**config.mk**
```make
export PLATFORM = sky130hd
export DESIGN_NAME = alu_issue_ctrl
export DESIGN_NICKNAME = d
export VERILOG_FILES = /design/src/rtl/alu_issue_ctrl.sv
export SDC_FILE = /design/constraint.sdc
export NUM_CORES = 1
export LEC_CHECK = 0
export CELL_PAD_IN_SITES_DETAIL_PLACEMENT = 0
export CELL_PAD_IN_SITES_GLOBAL_PLACEMENT = 1
export CORE_ASPECT_RATIO = 0.8
export CORE_MARGIN = 3
export CORE_UTILIZATION = 35
export DETAILED_ROUTE_END_ITERATION = 16
export GPL_ROUTABILITY_DRIVEN = 1
export PLACE_DENSITY_LB_ADDON = 0.1
export RECOVER_POWER = 100
export SYNTH_ARGS = -nofsm -noshare
export SYNTH_HDL_FRONTEND = slang
export SYNTH_SLANG_ARGS = --single-unit
```
**constraint.sdc**
```tcl
create_clock -name clk -period 1.5 [get_ports clk]
set_input_delay 0.3 -clock clk [delete_from_list [all_inputs] [get_ports clk]]
set_output_delay 0.3 -clock clk [all_outputs]
set_load 0.05 [all_outputs]
```
**src/rtl/alu_issue_ctrl.sv**
```systemverilog
// Issue controller for a 4-bit ALU: decodes one instruction, drives the external ALU, writes back to R0..R3.
// Latency: accept -> EXEC (1 cycle) -> RESP; minimum issue interval is 3 cycles.
// Backpressure: instr_ready only in IDLE; the result is held in RESP until res_valid & res_ready.
module alu_issue_ctrl (
    input  logic        clk,
    input  logic        rst,
    input  logic        instr_valid,
    output logic        instr_ready,
    input  logic [12:0] instr,
    output logic [3:0]  alu_a,
    output logic [3:0]  alu_b,
    output logic [2:0]  alu_sel,
    input  logic [3:0]  alu_out,
    output logic        res_valid,
    input  logic        res_ready,
    output logic [3:0]  res_data,
    output logic [1:0]  res_rd,
    output logic        res_zero,
    output logic        res_err,
    output logic [7:0]  instr_count
);

    typedef enum logic [1:0] {
        IDLE = 2'd0,
        EXEC = 2'd1,
        RESP = 2'd2
    } state_t;

    localparam logic [2:0] OP_LOADI = 3'b101;

    state_t          state;
    logic [3:0][3:0] regs;

    // Fields of the offered instruction word, used on the accepting edge.
    logic [2:0] in_op;
    logic [1:0] in_rd;
    logic [1:0] in_rs1;
    logic [1:0] in_rs2;
    logic [3:0] in_imm;

    // Only destination and legality need to survive into EXEC; operands are
    // read from the register file on the accepting edge straight into alu_a/alu_b.
    logic [1:0] exec_rd;
    logic       exec_illegal;
    logic [3:0] exec_result;

    assign in_op  = instr[12:10];
    assign in_rd  = instr[9:8];
    assign in_rs1 = instr[7:6];
    assign in_rs2 = instr[5:4];
    assign in_imm = instr[3:0];

    assign instr_ready = (state == IDLE);
    assign exec_result = exec_illegal ? 4'd0 : alu_out;

    // Control FSM with registered ALU drive, result capture, write-back and completion count.
    always_ff @(posedge clk or posedge rst) begin
        if (rst) begin
            state        <= IDLE;
            regs         <= '0;
            exec_rd      <= 2'd0;
            exec_illegal <= 1'b0;
            alu_a        <= 4'd0;
            alu_b        <= 4'd0;
            alu_sel      <= 3'd0;
            res_valid    <= 1'b0;
            res_data     <= 4'd0;
            res_rd       <= 2'd0;
            res_zero     <= 1'b0;
            res_err      <= 1'b0;
            instr_count  <= 8'd0;
        end else begin
            case (state)
                IDLE: begin
                    if (instr_valid) begin
                        exec_rd      <= in_rd;
                        exec_illegal <= (in_op[2:1] == 2'b11);
                        state        <= EXEC;
                        if (in_op < OP_LOADI) begin
                            // Previous write-back landed at least two edges ago, so the read is current.
                            alu_a   <= regs[in_rs1];
                            alu_b   <= regs[in_rs2];
                            alu_sel <= in_op;
                        end else if (in_op == OP_LOADI) begin
                            alu_a   <= 4'd0;
                            alu_b   <= in_imm;
                            alu_sel <= 3'b000;
                        end else begin
                            alu_a   <= 4'd0;
                            alu_b   <= 4'd0;
                            alu_sel <= 3'b000;
                        end
                    end
                end
                EXEC: begin
                    res_data  <= exec_result;
                    res_zero  <= (exec_result == 4'd0);
                    res_err   <= exec_illegal;
                    res_rd    <= exec_rd;
                    res_valid <= 1'b1;
                    if (!exec_illegal) begin
                        regs[exec_rd] <= alu_out;
                    end
                    alu_a   <= 4'd0;
                    alu_b   <= 4'd0;
                    alu_sel <= 3'd0;
                    state   <= RESP;
                end
                RESP: begin
                    if (res_ready) begin
                        res_valid   <= 1'b0;
                        instr_count <= instr_count + 8'd1;
                        state       <= IDLE;
                    end
                end
                default: begin
                    state <= IDLE;
                end
            endcase
        end
    end

endmodule
```
* Word-level counts from Yosys, hierarchy flattened *
Index checks and enable logic that the tools add are counted.

operators by class
  shift-type cells = 0
  bitwise operators = 1
  eq/ne operators = 6
  div/mod/pow operators = 0
  reductions and logical operators = 11
  muxes and demuxes = 23
  order comparisons = 5
  add/sub/neg operators = 1
  multiply operators = 0

operator list
  kind                   count
  $mux W4                9
  $bmux W4 S2            2
  $bwmux W16             1
  $pmux W4 S2            2
  $reduce_and A2 Y1      6
  $lt A2 B3 Y1 const B   3
  $add A8 B1 Y8 const B  1
  $demux W4 S2           1
  $mux W3                2
  $pmux W2 S3            1
  $pmux W3 S2            1
  $eq A2 B2 Y1 const B   2
  $logic_not A4 Y1       1
  $mux W2                2
  $ne A2 B2 Y1 const B   2
  $reduce_bool A2 Y1     2
  $eq A3 B3 Y1 const B   1
  $lt A3 B3 Y1 const B   1
  $eq A2 B1 Y1 const B   1
  $ge A2 B1 Y1 const B   1
  $logic_not A2 Y1       1
  $pmux W1 S2            1
  $logic_and A1 B1 Y1    1
  $mux W1                1
  $not A1 Y1             1

storage, ports and cells
  ROM bits = 0
  bits in writable memories = 0
  latch bits = 0
  memories = 0
  bits of input ports = 21
  word-level logic and storage cells = 63
  output and inout bits = 29
  bits in registers = 49

* Depth between registers and ports, before layout *
  depth in word-level cells = 5
  gate-level depth with buffers = 5
  depth with buffers taken out = 3

* Worst setup path before layout *
OpenSTA, ideal clock, no wires.

  path type = register to register
  start = reg state[1]
  end = reg regs[0] (netlist bit)
  path buffers = 2
  setup time = 0.125 ns
  clock period less this slack = 1.655 ns
  slack = -0.155 ns
  stages on the path, launching flop included = 6
  data required time = 1.375 ns
  arrival time = 1.530 ns
  cell sequence = dfrtp_1 -> nand2b_1 -> buf_2 -> or4_1 -> buf_2 -> mux2_4

between the ends
  cells in the longest elaborated chain, start to end = 2

ends and longest elaborated chain
  what                             line  RTL
  from (decl)                      31    state_t state;
  from (signal assigned)           59    state <= IDLE;
  from (signal assigned)           78    state <= EXEC;
  from (signal assigned)           107   state <= RESP;
  $eq A2 B1 Y1                     73    case (state)
  $reduce_and A2 Y1 (no line)      n/a
  to (signal, indexed assignment)  102   regs[exec_rd] <= alu_out;
  to (decl)                        32    logic [3:0][3:0] regs;

No other way between the ends.
A chain may end at the register's enable or synchronous reset.

* Worst setup path after layout *
  start = reg state[1]
  end = reg regs[3] (netlist bit)

Same word-level chain as after synthesis.

==> flow_summary.toml <==
[logic_synthesis]
synthCells = 170
syn_area_per_cell_um2 = 12.7
synth_seq_cells = 49
netlist_area_um2 = 2160
ys_types = 30
yosysTopAreaCell = "dfrtp_1"
synth-seq-area-share_pct = 56.6
synth_top_area_share_pct = 56.6
yosysWarnings = 0
ys_top_cells_by_area = "dfrtp_1 57%, mux4_2 8.3%, mux2_2 7.8%, nand2_1 3.8%, mux2_4 2.8%"
syn_nets = 192

[drt]
drcViolationCount = 0
wire_per_inst_um = 15.8
vias = 1579
wirelength_mm = 5.05
drt_iter0_drc = 67
ant_nets = 0
drtPass1Iterations = 4
via_per_inst = 4.93

[sta]
layout_min_cycle_time_ns = 1.48
worst_pin_slew_ns = 0.664
slew_headroom_pct = 55.7
final-setup-viol-count = 0
fin_skew_ns = 0.00645
final.period_utilization_pct = 98.9
finalMaxSlewViolations = 0
rsz0062_at_grt = "yes"
fmax_mhz = 674
hold_viol = 0
final.setup.tns_ns = 0
timing.final.ws_setup_ns = 0.0167

[final_layout]
diodes = 0
layout_commonest_cell = "dfrtp_1"
fin_area_um2 = 2870
area_growth_pct = 32.5
finalNonFillerCells = 320
nNetsFinal = 264
most-common-layout-cells = "48 x dfrtp_1, 30 x clkbuf_2, 22 x nand2_1, 16 x clkdlybuf4s50_1, 16 x buf_4"
drive_gt1_share_pct = 36.4
num-fill-cells = 524

[cts]
cts_root_buf = "clkbuf_8"
htree_levels = 2
numCtsBuffers = 5
cts.path.max_buffers = 2
path_clk_slew_ns = 0.09
cts_tree = "yes"
clock-sinks = 49
clk_latency_ns = 0.29
hold_buffers = 0

[setup_path]
r2r_cells = 3
path_class = "register to register"
slowest_stage = "or4_4"
cpPeakStageDelay_ns = 0.47
endpoint_kind = "register"
cp-start-kind = "register"
arrival_ns = 1.66
path_cells = "nand2b_4, or4_4, mux2_4"
required_ns = 1.68
path_max_fanout = 4

[min_path]
hold-path-cell-count = 1
hp-class = "register to register"

[power]
peakVddDrop_v = 0.000881
power_density_nw_per_um2 = 2150
power_leakage_nw = 1.36

[floorplan]
die_w_um = 93.9
die_y_um = 76.3
std_cell_rows = 24
ios = 50
start_util_pct = 37.9
die_area_um2 = 7170
core-area_um2 = 5710

[global_route]
grt_antenna_before_repair = 0
groute.usage.overall_pct = 14.7
grt_pass1_wl_mm = 8.34
overflow = 0
grt_max_degree = 50
grt_pass1_vias = 1633

[place]
hpwl_mm = 3.84
place_congestion = 0.847
place_area_um2 = 3190
placement.io_buffers = 49
dpl_worst_slack_ns = -0.316
dpl.cell_count = 312

[flow_run]
drv_cap = 0

[status]
outcome = "finished clean"
-- critical path: cells and delay by family, from the launching register on --
family,cells,cell delay [ns]
flip-flops,1,0.43
multiplexers,1,0.32
AND/OR/NAND/NOR,2,0.63
-- where the power goes --
| part | switching, mW | total (mW) | internal, mW |
|---|---|---|---|
| logic | 1.87 | 3.03 | 1.16 |
| registers | 0.475 | 2.38 | 1.90 |
| clock network | 0.399 | 0.765 | 0.366 |
-- cell type report --
type                    count  area (µm²)  area share [%]
clock buffers               7        86.3            3.01
inverters                   7        26.3           0.916
multi-input cells         109         917            32.0
flip-flops and latches     49        1230            42.8
well taps                  78        97.6            3.40
repair buffers             70         514            17.9
-- kinds of logic after synthesis --
family	Yosys count	synth area share [%]
AND/OR/NAND/NOR	52	12.1
AO/OA/AOI/OAI	22	6.71
adder cells (fa/ha/maj)	1	0.578
XOR/XNOR	7	2.83
flip-flops	49	56.6
buffers and inverters	12	2.25
multiplexers	27	18.9
-- metrics by stage --
stage	utilization [%]	hold WS (ns)	total power, mW
6_report	50.3	0.482	6.17
5_1_grt	50.3	0.499	6.56
4_1_cts	57.7	0.365	7.33
3_5_place_dp	56.0	0.523	6.50
3_3_place_gp	56.0	0.516	6.40
2_1_floorplan	-	0.407	4.47
-- worst paths after layout --
path / start / endpoint / slack [ns]
max in group asynchronous: rst / state[0] / 0.36
max reg2reg: state[1] / regs[3] / 0.02
min in group asynchronous: rst / alu_sel[0] / 0.67
max: state[1] / regs[3] / 0.02
min reg2reg: instr_count[7] / instr_count[7] / 0.48
min: instr_count[7] / instr_count[7] / 0.48
-- sequential cells by signal (all words and copies together) (netlist names) --
signal and flops:
alu_sel 3, regs 16, res_data 4, res_err 1, alu_a 4, exec_rd 2, res_rd 2, res_valid 1
state 2, exec_illegal 1, instr_count 8, res_zero 1, alu_b 4
-- Yosys cell counts, drive strengths merged --
cell type,number
nor3b,1
mux2,19
xor2,3
buf,3
nor2,4
or4,1
xnor2,4
mux4,8
clkbuf,2
nand2,22
nor4,1
and2,1
o21ai,10
nand4,3
o21bai,1
ha,1
dfrtp,49
nor3,2
a21oi,1
o211ai,4
or3,2
nand3,6
nand4b,1
and3,1
and3b,1
nand3b,3
nand2b,3
inv,7
a22o,6
-- layer usage --
metal	vias up	global-route usage [%]	share of wire [%]	routed length, µm
met2	31	22.2	46	2310
met3	2	3.65	3.7	185
met1	788	21.4	50	2540
met5	-	0	0	0
li1	758	-	-	-
met4	0	3.03	0.28	14
-- repair_timing --
item,CTS,global route
pin swaps,0,0
hold endpoints to repair,0,0
buffers inserted,0,1
endpoints found under the setup margin,5,16
gates resized for setup,4,3
Note: power is estimated with default switching activity, not from simulation.
